--- src/rtl/paint_arbiter.sv ---
// paint_arbiter -- round-robin arbiter and sequencer for the shared rectangle-fill
// engine. Each grant latches one requester's rectangle and colour, pulses the
// engine start level for HOLD cycles, then waits out a per-grant cycle budget
// before acknowledging the requester.
//
// Optional feature macro: PAINT_ARB_ENGINE_BUSY_EN
//   defined   -> adds the eng_busy input; WAIT also ends on the first low eng_busy
//                after it has been seen high, and the cycle budget becomes a timeout.
//   undefined -> completion is purely counter based.

`ifndef SCR_WIDTH_BITS
`define SCR_WIDTH_BITS 10
`endif
`ifndef SCR_HEIGHT_BITS
`define SCR_HEIGHT_BITS 9
`endif
`ifndef COLOR_SIZE
`define COLOR_SIZE 3
`endif

module paint_arbiter #(
    parameter int NUM_REQ     = 3,
    parameter int X_BITS      = `SCR_WIDTH_BITS,
    parameter int Y_BITS      = `SCR_HEIGHT_BITS,
    parameter int C_BITS      = `COLOR_SIZE,
    parameter int HOLD        = 4,
    parameter int CYC_PER_PIX = 6,
    parameter int SLACK       = 10
) (
    input  logic                      Clck,
    input  logic                      Reset,
    input  logic [NUM_REQ-1:0]        req,
    input  logic [NUM_REQ*X_BITS-1:0] req_x_start,
    input  logic [NUM_REQ*X_BITS-1:0] req_x_end,
    input  logic [NUM_REQ*Y_BITS-1:0] req_y_start,
    input  logic [NUM_REQ*Y_BITS-1:0] req_y_end,
    input  logic [NUM_REQ*C_BITS-1:0] req_color,
    output logic [NUM_REQ-1:0]        ack,
    output logic                      busy,
    output logic [2:0]                grant_id,
    output logic [X_BITS-1:0]         eng_x_start,
    output logic [X_BITS-1:0]         eng_x_end,
    output logic [Y_BITS-1:0]         eng_y_start,
    output logic [Y_BITS-1:0]         eng_y_end,
    output logic [C_BITS-1:0]         eng_color,
    output logic                      eng_working
`ifdef PAINT_ARB_ENGINE_BUSY_EN
    ,
    input  logic                      eng_busy
`endif
);

    localparam int HOLD_W = (HOLD > 1) ? $clog2(HOLD) : 1;

    typedef enum logic [1:0] {
        IDLE = 2'd0,
        LOAD = 2'd1,
        WAIT = 2'd2,
        DONE = 2'd3
    } state_e;

    state_e             state_q, state_d;
    logic [2:0]         rr_ptr_q, rr_ptr_d;
    logic [2:0]         grant_q, grant_d;
    logic [31:0]        cnt_q, cnt_d;
    logic [HOLD_W-1:0]  hold_q, hold_d;
    logic [X_BITS-1:0]  xs_q, xs_d, xe_q, xe_d;
    logic [Y_BITS-1:0]  ys_q, ys_d, ye_q, ye_d;
    logic [C_BITS-1:0]  col_q, col_d;
    logic               working_q;
`ifdef PAINT_ARB_ENGINE_BUSY_EN
    logic               seen_q, seen_d;
`endif

    // Requester fields unpacked into 8-entry tables so a 3-bit index selects exactly.
    logic [7:0]         req_pad;
    logic [X_BITS-1:0]  xs_arr [8];
    logic [X_BITS-1:0]  xe_arr [8];
    logic [Y_BITS-1:0]  ys_arr [8];
    logic [Y_BITS-1:0]  ye_arr [8];
    logic [C_BITS-1:0]  col_arr [8];

    logic               win_found;
    logic [2:0]         win_idx;
    logic [3:0]         cand;
    logic [X_BITS-1:0]  sel_xs, sel_xe;
    logic [Y_BITS-1:0]  sel_ys, sel_ye;
    logic               sel_empty;
    logic [31:0]        x_span, y_span, area, cnt_load;
    logic               wait_done;

    assign req_pad = 8'(req);

    // Unpack the flattened requester buses into per-requester tables.
    always_comb begin
        // NOTE: every combinational output gets a default before any branch, so no latch is inferred.
        for (int i = 0; i < 8; i++) begin
            xs_arr[i]  = '0;
            xe_arr[i]  = '0;
            ys_arr[i]  = '0;
            ye_arr[i]  = '0;
            col_arr[i] = '0;
        end
        for (int i = 0; i < NUM_REQ; i++) begin
            xs_arr[i]  = req_x_start[i*X_BITS +: X_BITS];
            xe_arr[i]  = req_x_end[i*X_BITS +: X_BITS];
            ys_arr[i]  = req_y_start[i*Y_BITS +: Y_BITS];
            ye_arr[i]  = req_y_end[i*Y_BITS +: Y_BITS];
            col_arr[i] = req_color[i*C_BITS +: C_BITS];
        end
    end

    // Round-robin scan: first asserted request at or after rr_ptr, wrapping at NUM_REQ.
    always_comb begin
        win_found = 1'b0;
        win_idx   = '0;
        cand      = '0;
        for (int k = 0; k < NUM_REQ; k++) begin
            cand = {1'b0, rr_ptr_q} + 4'(k);
            if (cand >= 4'(NUM_REQ)) begin
                cand = cand - 4'(NUM_REQ);
            end
            if (!win_found && req_pad[cand[2:0]]) begin
                win_found = 1'b1;
                win_idx   = cand[2:0];
            end
        end
    end

    // Winner's rectangle, emptiness test and wait budget in 32-bit unsigned arithmetic.
    always_comb begin
        sel_xs    = xs_arr[win_idx];
        sel_xe    = xe_arr[win_idx];
        sel_ys    = ys_arr[win_idx];
        sel_ye    = ye_arr[win_idx];
        sel_empty = (sel_xe <= sel_xs) || (sel_ye <= sel_ys);
        x_span    = 32'(sel_xe) - 32'(sel_xs);
        y_span    = 32'(sel_ye) - 32'(sel_ys);
        area      = x_span * y_span;
        cnt_load  = area * 32'(CYC_PER_PIX) + 32'(SLACK);
    end

    // Next-state logic for the grant sequencer.
    always_comb begin
        state_d   = state_q;
        rr_ptr_d  = rr_ptr_q;
        grant_d   = grant_q;
        cnt_d     = cnt_q;
        hold_d    = hold_q;
        xs_d      = xs_q;
        xe_d      = xe_q;
        ys_d      = ys_q;
        ye_d      = ye_q;
        col_d     = col_q;
        wait_done = (cnt_q == '0);
`ifdef PAINT_ARB_ENGINE_BUSY_EN
        seen_d    = seen_q;
        if (seen_q && !eng_busy) begin
            wait_done = 1'b1;
        end
`endif
        unique case (state_q)
            IDLE: begin
`ifdef PAINT_ARB_ENGINE_BUSY_EN
                seen_d = 1'b0;
`endif
                if (win_found) begin
                    grant_d = win_idx;
                    xs_d    = sel_xs;
                    xe_d    = sel_xe;
                    ys_d    = sel_ys;
                    ye_d    = sel_ye;
                    col_d   = col_arr[win_idx];
                    cnt_d   = cnt_load;
                    hold_d  = '0;
                    state_d = sel_empty ? DONE : LOAD;
                end
            end
            LOAD: begin
`ifdef PAINT_ARB_ENGINE_BUSY_EN
                if (eng_busy) seen_d = 1'b1;
`endif
                if (hold_q == HOLD_W'(HOLD - 1)) begin
                    state_d = WAIT;
                end else begin
                    hold_d = hold_q + 1'b1;
                end
            end
            WAIT: begin
`ifdef PAINT_ARB_ENGINE_BUSY_EN
                if (eng_busy) seen_d = 1'b1;
`endif
                if (wait_done) begin
                    state_d = DONE;
                end else begin
                    cnt_d = cnt_q - 32'd1;
                end
            end
            DONE: begin
                rr_ptr_d = (grant_q == 3'(NUM_REQ - 1)) ? 3'd0 : grant_q + 3'd1;
                state_d  = IDLE;
            end
            default: state_d = IDLE;
        endcase
    end

    // State and datapath registers with synchronous active-low reset.
    always_ff @(posedge Clck) begin
        // NOTE: non-blocking assignments keep every register updating from pre-edge values.
        if (!Reset) begin
            state_q   <= IDLE;
            rr_ptr_q  <= '0;
            grant_q   <= '0;
            cnt_q     <= '0;
            hold_q    <= '0;
            xs_q      <= '0;
            xe_q      <= '0;
            ys_q      <= '0;
            ye_q      <= '0;
            col_q     <= '0;
            working_q <= 1'b0;
`ifdef PAINT_ARB_ENGINE_BUSY_EN
            seen_q    <= 1'b0;
`endif
        end else begin
            state_q   <= state_d;
            rr_ptr_q  <= rr_ptr_d;
            grant_q   <= grant_d;
            cnt_q     <= cnt_d;
            hold_q    <= hold_d;
            xs_q      <= xs_d;
            xe_q      <= xe_d;
            ys_q      <= ys_d;
            ye_q      <= ye_d;
            col_q     <= col_d;
            working_q <= (state_d == LOAD);
`ifdef PAINT_ARB_ENGINE_BUSY_EN
            seen_q    <= seen_d;
`endif
        end
    end

    // One-hot completion pulse for the granted requester while in DONE.
    always_comb begin
        ack = '0;
        if (state_q == DONE) begin
            for (int i = 0; i < NUM_REQ; i++) begin
                ack[i] = (grant_q == 3'(i));
            end
        end
    end

    assign busy        = (state_q != IDLE);
    assign grant_id    = grant_q;
    assign eng_x_start = xs_q;
    assign eng_x_end   = xe_q;
    assign eng_y_start = ys_q;
    assign eng_y_end   = ye_q;
    assign eng_color   = col_q;
    assign eng_working = working_q;

endmodule

--- config.mk ---
export PLATFORM = sky130hd
export DESIGN_NAME = paint_arbiter
export DESIGN_NICKNAME = d
export VERILOG_FILES = /design/src/rtl/paint_arbiter.sv
export SDC_FILE = /design/constraint.sdc
export NUM_CORES = 1
export LEC_CHECK = 0
export BUFFER_PORTS_ARGS = -buffer_cell sky130_fd_sc_hd__buf_2
export CAP_MARGIN = 15
export CELL_PAD_IN_SITES_DETAIL_PLACEMENT = 1
export CELL_PAD_IN_SITES_GLOBAL_PLACEMENT = 2
export CORE_MARGIN = 10
export CORE_UTILIZATION = 30
export CTS_BUF_LIST = sky130_fd_sc_hd__clkbuf_8
export DETAILED_ROUTE_END_ITERATION = 12
export PLACE_DENSITY_LB_ADDON = 0.25
export SLEW_MARGIN = 20
export SYNTH_ARGS = -nofsm -noshare
export SYNTH_HDL_FRONTEND = slang
export SYNTH_SLANG_ARGS = --single-unit
--- constraint.sdc ---
create_clock -name Clck -period 18.73 [get_ports Clck]
set_input_delay 2.8095 -clock Clck [delete_from_list [all_inputs] [get_ports Clck]]
set_output_delay 2.8095 -clock Clck [all_outputs]
set_load 0.03 [all_outputs]
* Word-level counts from Yosys, hierarchy flattened *
Index checks and enable logic that the tools add are counted.

storage, ports and cells
  memories kept = 0
  output and inout bits = 49
  ROM bits = 0
  input port bits = 128
  register bits after elaboration = 84
  bits in latches = 0
  bits in writable memories = 0

cells by class
  shift-type cells = 0
  muxes and demuxes = 43
  divide/modulo/power cells = 0
  bitwise logic cells = 1
  magnitude comparators = 9
  equal/unequal tests = 10
  multipliers = 2
  add/subtract/negate cells = 11
  reductions and logical operators = 14

operator list
  operator               count
  $mux 32                2
  $pmux 32 s2            1
  $bmux 10 s3            2
  $bmux 9 s3             2
  $mux 10                4
  $mux 9                 4
  $add 32x4->32 const B  1
  $logic_not 32->1       1
  $mul 32x2->31 const B  1
  $sub 32x1->32 const B  1
  $mux 3                 10
  $mul 11x10->21         1
  $lt 3x4->1 const B     3
  $mux 2                 6
  $sub 10x10->11         1
  $le 10x10->1           1
  $sub 9x9->10           1
  $bmux 1 s3             3
  $bmux 3 s3             1
  $le 9x9->1             1
  $sub 3x2->3 const B    3
  $ge 4x2->1 const B     2
  $pmux 2 s4             1
  $eq 2x2->1 const B     3
  21 further kinds       34

* Depth between registers and ports, before layout *
Gate-level depths: netlist of the first run.

  depth in word-level cells = 21
  depth in mapped cells = 54
  depth with buffers taken out = 49

* Worst setup path after synthesis of the first run *
Ideal clock, no wire load.

  path kind = input-to-reg
  start = in req[1]
  end = reg cnt_q[25]
  stages = 48
  arrival = 13.200 ns
  setup time = 0.088 ns
  buffers on the path = 3
  setup slack = 5.442 ns
  path through = inv_1 -> o211ai_1 -> o311a_1 -> o311a_1 -> nor3_1 -> a21oi_2 -> buf_2 -> mux2i_1 -> nor2_1 -> a21oi_1 -> ha_1 -> inv_1 -> fa_1 -> a21o_1 -> a21oi_1 -> nor2_1 -> nor2_1 -> o21ai_0 -> (+12 left out) -> inv_1 -> ha_1 -> a21o_1 -> nor4_1 -> o21ai_0 -> a311oi_1 -> or2_2 -> a21boi_0 -> ha_1 -> clkbuf_1 -> o21a_1 -> a2111oi_0 -> nor3_1 -> a311o_1 -> nand4_1 -> and4bb_1 -> or2_2 -> a311oi_2

on the way
  cells in the longest elaborated chain, start to end = 19
  elaborated cells on any way between the ends = 38

RTL lines
  item                                                                       line      RTL
  start, declared                                                            32        input logic [NUM_REQ-1:0] req,
  $bmux 1 s3                                                                 123       if (!win_found && req_pad[cand[2:0]]) begin
  $mux 1 (implied by the code)                                               123
  $mux 1                                                                     123
  $logic_not 1->1                                                            123
  $logic_and 1x1->1                                                          123
  $mux 1                                                                     123
  $logic_not 1->1                                                            123
  $logic_and 1x1->1                                                          123
  (+2 left out)                                                              -
  $bmux 10 s3, or another cell as far along                                  133       sel_xe = xe_arr[win_idx];
  $mux 10 (implied by the code), or another cell as far along (2 in series)  133
  $sub 10x10->11 or $sub 9x9->10 (tied branches)                             137, 138
  $mul 11x10->21                                                             139       area = x_span * y_span;
  $mul 32x2->31                                                              140       cnt_load = area * 32'(CYC_PER_PIX) + 32'(SLACK);
  $add 32x4->32                                                              140
  $mux 32                                                                    167       if (win_found) begin
  $pmux 32 s2                                                                162       unique case (state_q)
  end signal, assigned                                                       229       cnt_q <= cnt_d;
  end, declared                                                              65        logic [31:0] cnt_q, cnt_d;

Several ways; a longest one is shown, not always the timed one. The select of a mux whose other input is x is not followed.
A chain may end at the register's enable or synchronous reset.

* Worst setup path in the final report of the first run *
Ends and elaborated chain as after synthesis.

==> metrics.md, run 1 <==
| Metric | Value |
|---|---|
| Vias in the first global route | `12.2k` |
| Total die area | `49400 um^2` |
| Slowest stage delay, CP | `0.63 ns` |
| Post-synth EDFFs | `0` |
| Post-Layout Cell Count | `2234` |
| DR top layer | `met4` |
| Crit end category | `register` |
| Total CTS buffers | `9` |
| Fin Setup TNS | `0 ns` |
| Register area share after synthesis | `0.137` |
| IO Pins | `177` |
| RD Place Congestion | `0.830` |
| Skew-Pair Late Insertion Delay | `0.42 ns` |
| Clk slew on worst S/H paths | `0.10 ns` |
| Initial antenna violation count | `3` |
| Via density | `5.20` |
| Post-Place Worst Slack | `3.96 ns` |
| Cell variety after synth | `100` |
| Cells after DPL | `2215` |
| Area leader, netlist | `fa_1` |
| Unrepaired setup endpoints after global routing | `no` |
| Detailed placement HPWL | `34500 um` |
| Post-Syn Area per Cell | `7.84 um^2` |
| Routed wl met3 | `822 um` |
| # DRC | `0` |
| Post-synth ARST share | `0` |
| Worst min-delay path class | `register to register` |
| Worst slew margin | `0.309` |
| Pre-Repair DR Iteration Count | `5` |
| Core area | `40600 um^2` |
| Nets | `2025` |
| Final setup vio count | `0` |
| Most common cell after layout, fill and taps aside | `nand2_1` |
| # port buffers | `176` |
| Final wirelength | `42300 um` |
| Final critical-path required period | `14.39 ns` |
| Synth area leaders | `fa_1, dfxtp_1, ha_1, nand2_1, inv_1` |
| DR iter-0 viols | `516` |
| Hold Buf Count CTS | `0` |
| Synth top area share | `0.168` |
| Final hold vios | `0` |
| CTS sink count | `84` |
| Clk root buf | `clkbuf_8` |
| Reg area | `1680 um^2` |
| CP Launch Type | `input pin` |
| First-pass GRT wire length | `68300 um` |
| Most used cell, CP | `fa_1` |
| Largest net degree at the start of global routing | `82` |
| Fin crit share | `0.769` |
| Starting Density | `0.302` |
| Area taken by multi-input logic gates | `9610 um^2` |
| Area Growth Syn to Fin | `13.0%` |
| CTS max path bufs | `2` |
| Maxcap violations | `0` |
| Setup Skew | `0.0147 ns` |
| Crit path max fanout | `42` |
| #FFs+latches synth | `84` |
| Top FF cell, synth | `dfxtp_1` |
| YS warnings | `0` |
| TritonCTS clock tree | `built` |
| Most frequent cells in the layout | `nand2_1, inv_1, buf_2` |
| Met2 wire length | `20700 um` |
| Die Y | `222 um` |
| Worst-margin pin slew | `1.03 ns` |
| WL met1 | `20400 um` |
| Max-slew violation count | `0` |
| DR vias | `11.6k` |
| Post-CTS setup buffer count | `0` |
| Final WS setup | `4.34 ns` |
| H-tree Lvls | `3` |
| GRT overflow | `0` |
| CP Class | `input pin to register` |
| Mapped Nets | `1895` |
| Max Fclk | `69.5 MHz` |
| Crit-path slowest cell | `fa_1` |
| CP required | `19.06 ns` |
| Post-CTS Resized | `0` |
| Layout cells sized above 1 | `0.153` |
| Cell area after synthesis | `12300 um^2` |
| GRT Util Overall | `0.168` |
| WL per Instance | `19.0 um` |
| Post-route ant nets | `0` |
| Mapped Cells | `1564` |
| Outcome | `finished, final reports clean` |
| Worst EP arrival | `14.72 ns` |
| Fill count | `5001` |
| Die width | `222 um` |
| Cell row count | `74` |
-- flip-flops by register name, summed over array words and instances (netlist names) --
signal       count
hold_q           2
eng_x_start     10
grant_id         3
eng_y_end        9
cnt_q           32
eng_x_end       10
eng_color        3
eng_y_start      9
rr_ptr_q         3
state_q          2
eng_working      1
-- synth_stat cells (3+ instances only) --
library cell,instances
buf_6,6
a31oi_1,6
o21a_1,12
o221ai_1,42
nor3_1,30
nor2b_1,25
or3_1,8
and3_1,9
a21o_1,19
inv_1,173
o311ai_0,3
buf_2,14
a21boi_0,3
o22ai_1,13
a211oi_2,5
o21ai_1,18
o31ai_1,5
nand2_1,185
or2_2,7
a21oi_2,4
and4_1,5
nor2_1,133
a211oi_1,6
ha_1,100
a211o_1,4
mux2i_1,51
a31o_2,5
dfxtp_1,84
and2_1,22
nand4_1,10
nand3b_1,3
o31a_1,3
o21ai_0,68
o311a_1,3
xnor2_1,48
o211ai_1,7
nand2b_1,12
a21oi_1,92
nor4_1,11
nor3b_1,3
xor2_1,15
clkbuf_1,50
nand3_1,63
fa_1,103
-- metrics by stage --
stage / hold WS (ns) / utilization / instance area, um^2
after floorplan: 0.452 / - / 12300
after global placement: 0.460 / 0.335 / 13600
after detailed placement: 0.466 / 0.335 / 13600
after CTS: 0.491 / 0.340 / 13800
after global routing: 0.518 / 0.341 / 13900
final: 0.488 / 0.341 / 13900
-- layer usage --
layer	GRT usage	vias to the layer above
li1	-	5682
met2	0.285	100
met1	0.226	5823
met4	0.0353	0
met3	0.0169	16
met5	0	-
-- worst paths after layout --
kind / from / end / slack [ns] / cells after the start
max: req[1] / cnt_q[25] / 4.34 / 47
max reg2reg: rr_ptr_q[0] / cnt_q[25] / 5.03 / 48
min: hold_q[1] / hold_q[1] / 0.49 / 2
min reg2reg: hold_q[1] / hold_q[1] / 0.49 / 2
-- final cells by class --
| class | instances | share of cell area |
|---|---|---|
| sequential | 84 | 0.121 |
| tap | 532 | 0.0480 |
| timing repair buffer | 193 | 0.0728 |
| multi-input combinational | 1232 | 0.693 |
| clock buffer | 9 | 0.00894 |
| inverter | 174 | 0.0471 |
| clock inverter | 7 | 0.00786 |
| antenna | 3 | 0.000542 |
-- cells by family after synthesis --
group                    count (synthesis)  share of synthesized area
AND/OR/NAND/NOR                        552                      0.219
flip-flops                              84                      0.137
AO/OA/AOI/OAI                          361                      0.204
buffers and inverters                  248                     0.0816
adder cells (fa/ha/maj)                203                      0.270
XOR/XNOR                                63                     0.0450
multiplexers                            53                     0.0435
-- worst max-delay path: cells and delay by family --
family | cells | cell delay (ns)
AOI/OAI and AO/OA | 17 | 4.19
adders and majority gates | 9 | 4.07
buffers and inverters | 7 | 0.97
muxes | 1 | 0.33
and+or+nand+nor | 13 | 2.31
Power of run 1 is left out: the tool's default activity adds up to more than one toggle a clock period on the data nets, which glitch-free logic cannot reach.
==> inputs of run 2 (changes only) <==
--- a/config.mk
+++ b/config.mk
@@ -5,6 +5,7 @@
 export SDC_FILE = /design/constraint.sdc
 export NUM_CORES = 1
 export LEC_CHECK = 0
+export ABC_AREA = 1
 export BUFFER_PORTS_ARGS = -buffer_cell sky130_fd_sc_hd__buf_2
 export CAP_MARGIN = 15
 export CELL_PAD_IN_SITES_DETAIL_PLACEMENT = 1
==> constraint.sdc (replaced) <==
create_clock -name Clck -period 14.19 [get_ports Clck]
set_input_delay 2.1285 -clock Clck [delete_from_list [all_inputs] [get_ports Clck]]
set_output_delay 2.1285 -clock Clck [all_outputs]
set_load 0.03 [all_outputs]
==> run 2 against run 1 <==
Final cell count is 28% higher. Flip-flop and latch count stayed put. Cell area is 6.8% higher. Non-clock buffer count is 8 lower. Global-route usage is 0.98 points higher. Worst hold slack better by 0.0052 ns. Die area is 6.7% higher. Register-to-register slack worse by 2.7 ns. Routed wire length is 12% higher. Synthesized cell count is 37% higher. Critical path depth is 4 higher. Worst setup slack worse by 2.6 ns. Critical endpoint is now cnt_q[23]. Highest routed layer unchanged.
==> metrics.md, run 2 <==
| Metric | Value |
|---|---|
| Outcome | `finished, final reports clean` |
| Max-slew violation count | `0 (unchanged)` |
| Most used cell, CP | `nand2_1` |
| IO Pins | `177 (unchanged)` |
| Final hold vios | `0 (unchanged)` |
| Endpoint of the worst register-to-register path | `cnt_q[23]` |
| Crit end category | `register` |
| Clk slew on worst S/H paths | `0.10 ns (about the same)` |
| Die width | `230 um (+3.3%)` |
| Total CTS buffers | `9 (unchanged)` |
| Worst-margin pin slew | `1.03 ns (+0.00345 ns)` |
| Area taken by multi-input logic gates | `9500 um^2 (-1.1%)` |
| CP Class | `input pin to register` |
| Post-synth top cells | `nand2_1, inv_1, nor2_1, nand3_1, a21oi_1` |
| Area leader, netlist | `fa_1` |
| Total die area | `52700 um^2 (+6.7%)` |
| # DRC | `0 (unchanged)` |
| Post-Syn Area per Cell | `6.16 um^2 (-21%)` |
| TritonCTS clock tree | `built` |
| Slowest stage delay, CP | `0.75 ns (+0.12 ns)` |
| Core area | `43300 um^2 (+6.4%)` |
| Worst EP arrival | `12.72 ns (-2.00 ns)` |
| R2R Setup Slk | `2.29 ns (-2.74 ns)` |
| Vias in the first global route | `14.5k (+19%)` |
| Crit path max fanout | `43 (+2.4%)` |
| Fin crit share | `0.874` |
| Max reg flops | `32 (unchanged)` |
| Reg2reg start | `rr_ptr_q[1]` |
| Reg2Reg Depth | `56 (+17%)` |
| Crit-path slowest cell | `xor2_1` |
| Cell variety after synth | `47 (-53%)` |
| Most common cell after layout, fill and taps aside | `nand2_1` |
| #FFs+latches synth | `84 (unchanged)` |
| Most flops, register | `cnt_q` |
| Detailed placement HPWL | `40300 um (+17%)` |
| Worst slew margin | `0.310 (about the same)` |
| Die Y | `230 um (+3.3%)` |
| Top FF cell, synth | `dfxtp_1` |
| Min Hold Slack | `0.493 ns (+0.00523 ns)` |
| Maxcap violations | `0 (unchanged)` |
| Cells after DPL | `2853 (+29%)` |
| Initial antenna violation count | `3 (unchanged)` |
| Cell area after synthesis | `13200 um^2 (+7.4%)` |
| RD Place Congestion | `0.889 (+7.1%)` |
| # port buffers | `176 (unchanged)` |
| CTS max path bufs | `2 (unchanged)` |
| Worst setup path start | `req[2]` |
| Nets | `2610 (+29%)` |
| CP Launch Type | `input pin` |
| Area Growth Syn to Fin | `12.3%` |
| Post-route ant nets | `0 (unchanged)` |
| Hold Buf Count CTS | `0 (unchanged)` |
| Clk root buf | `clkbuf_8` |
| CTS sink count | `84 (unchanged)` |
| Min-delay src | `hold_q[0]` |
| Setup Skew | `0.0111 ns (-0.00359 ns)` |
| Final wirelength | `47200 um (+12%)` |
| Largest net degree at the start of global routing | `87 (+6.1%)` |
| Synth area leaders | `fa_1, nand2_1, inv_1, dfxtp_1, ha_1` |
| Register area share after synthesis | `0.128 (-0.00945)` |
| Most frequent cells in the layout | `nand2_1, inv_1, nor2_1` |
| Via density | `4.73 (-9.1%)` |
| Final setup vio count | `0 (unchanged)` |
| CP required | `14.51 ns (-4.55 ns)` |
| H-tree Lvls | `3 (unchanged)` |
| Post-CTS setup buffer count | `0 (unchanged)` |
| Mapped Cells | `2139 (+37%)` |
| DR iter-0 viols | `522 (+1.2%)` |
| Fill count | `5784 (+16%)` |
| First-pass GRT wire length | `76400 um (+12%)` |
| Starting Density | `0.304 (+0.00272)` |
| Reg area | `1680 um^2 (unchanged)` |
| Post-synth ARST share | `0 (unchanged)` |
| Post-synth EDFFs | `0 (unchanged)` |
| Mapped Nets | `2470 (+30%)` |
| Pre-Repair DR Iteration Count | `4 (-1)` |
| GRT overflow | `0 (unchanged)` |
| DR vias | `13.6k (+17%)` |
| Max Fclk | `80.6 MHz` |
| Cell row count | `76 (+2.7%)` |
| Top-count cell post-synth | `nand2_1` |
| Skew-Pair Late Insertion Delay | `0.41 ns (about the same)` |
| CP endpoint | `cnt_q[23]` |
| Worst min-delay path class | `register to register` |
| Synth top area share | `0.157 (-0.0116)` |
| YS warnings | `0 (unchanged)` |
| Fin Setup TNS | `0 ns (unchanged)` |
| Post-CTS Resized | `0 (unchanged)` |
| GRT Util Overall | `0.178 (+0.00983)` |
| WL per Instance | `16.5 um (-13%)` |
| Layout cells sized above 1 | `0.106 (-0.0470)` |
| Unrepaired setup endpoints after global routing | `no` |
| Final critical-path required period | `12.41 ns` |
| Post-Layout Cell Count | `2870 (+28%)` |
[run 2: cell types whose count changed after synthesis, moves of 30 or more]
cell | before | now
o221ai_1 | 42 | 1
nand2_1 | 185 | 510
mux2i_1 | 51 | 0
nor2_1 | 133 | 242
inv_1 | 173 | 455
xnor2_1 | 48 | 18
nand3_1 | 63 | 213
[run 2: worst min-delay path by stage]
stage / end / slack (ns) / cells past startpoint
2_1_floorplan: hold_q[0] / 0.46 / 2
3_3_place_gp: hold_q[0] / 0.48 / 2
3_5_place_dp: hold_q[0] / 0.48 / 2
4_1_cts: hold_q[0] / 0.50 / 2
5_1_grt: hold_q[0] / 0.52 / 2
6_report: hold_q[0] / 0.49 / 2
[run 2: per-layer routing]
metal,GRT usage,part of all wire
met1,0.207,0.43
met2,0.336,0.53
met3,0.0250,0.023
met4,0.0381,0.014
met5,0,0
[run 2: area by class of cell]
class | instances | area share
antenna | 2 | 0.000338
multi-input combinational | 1538 | 0.642
tap | 585 | 0.0495
clock buffer | 9 | 0.00837
clock inverter | 6 | 0.00491
sequential | 84 | 0.114
timing repair buffer | 185 | 0.0641
inverter | 461 | 0.117
[run 2: stage by stage]
stage,area (um^2),setup slack (ns),utilization
floorplan,13200,3.48,-
global placement,14600,1.48,0.337
detailed placement,14600,1.30,0.337
CTS,14800,1.76,0.342
global route,14800,0.782,0.342
finish,14800,1.78,0.342
[run 2: cell families after synthesis]
kind of cell,Yosys count,synth area share
AOI/OAI and AO/OA,214,0.0876
xor gates and xnor gates,50,0.0338
adders and majority gates,203,0.251
buffers and inverters,517,0.152
DFF,84,0.128
and+or+nand+nor,1071,0.348
[run 2: critical path: cells and delay by family]
family / cells / cell delay (ns)
xor+xnor: 2 / 0.89
compound gates: 8 / 1.53
buf+inv: 9 / 1.22
simple gates: 24 / 3.23
fa+ha+maj: 8 / 3.67
Power of run 2 is left out for the same reason.
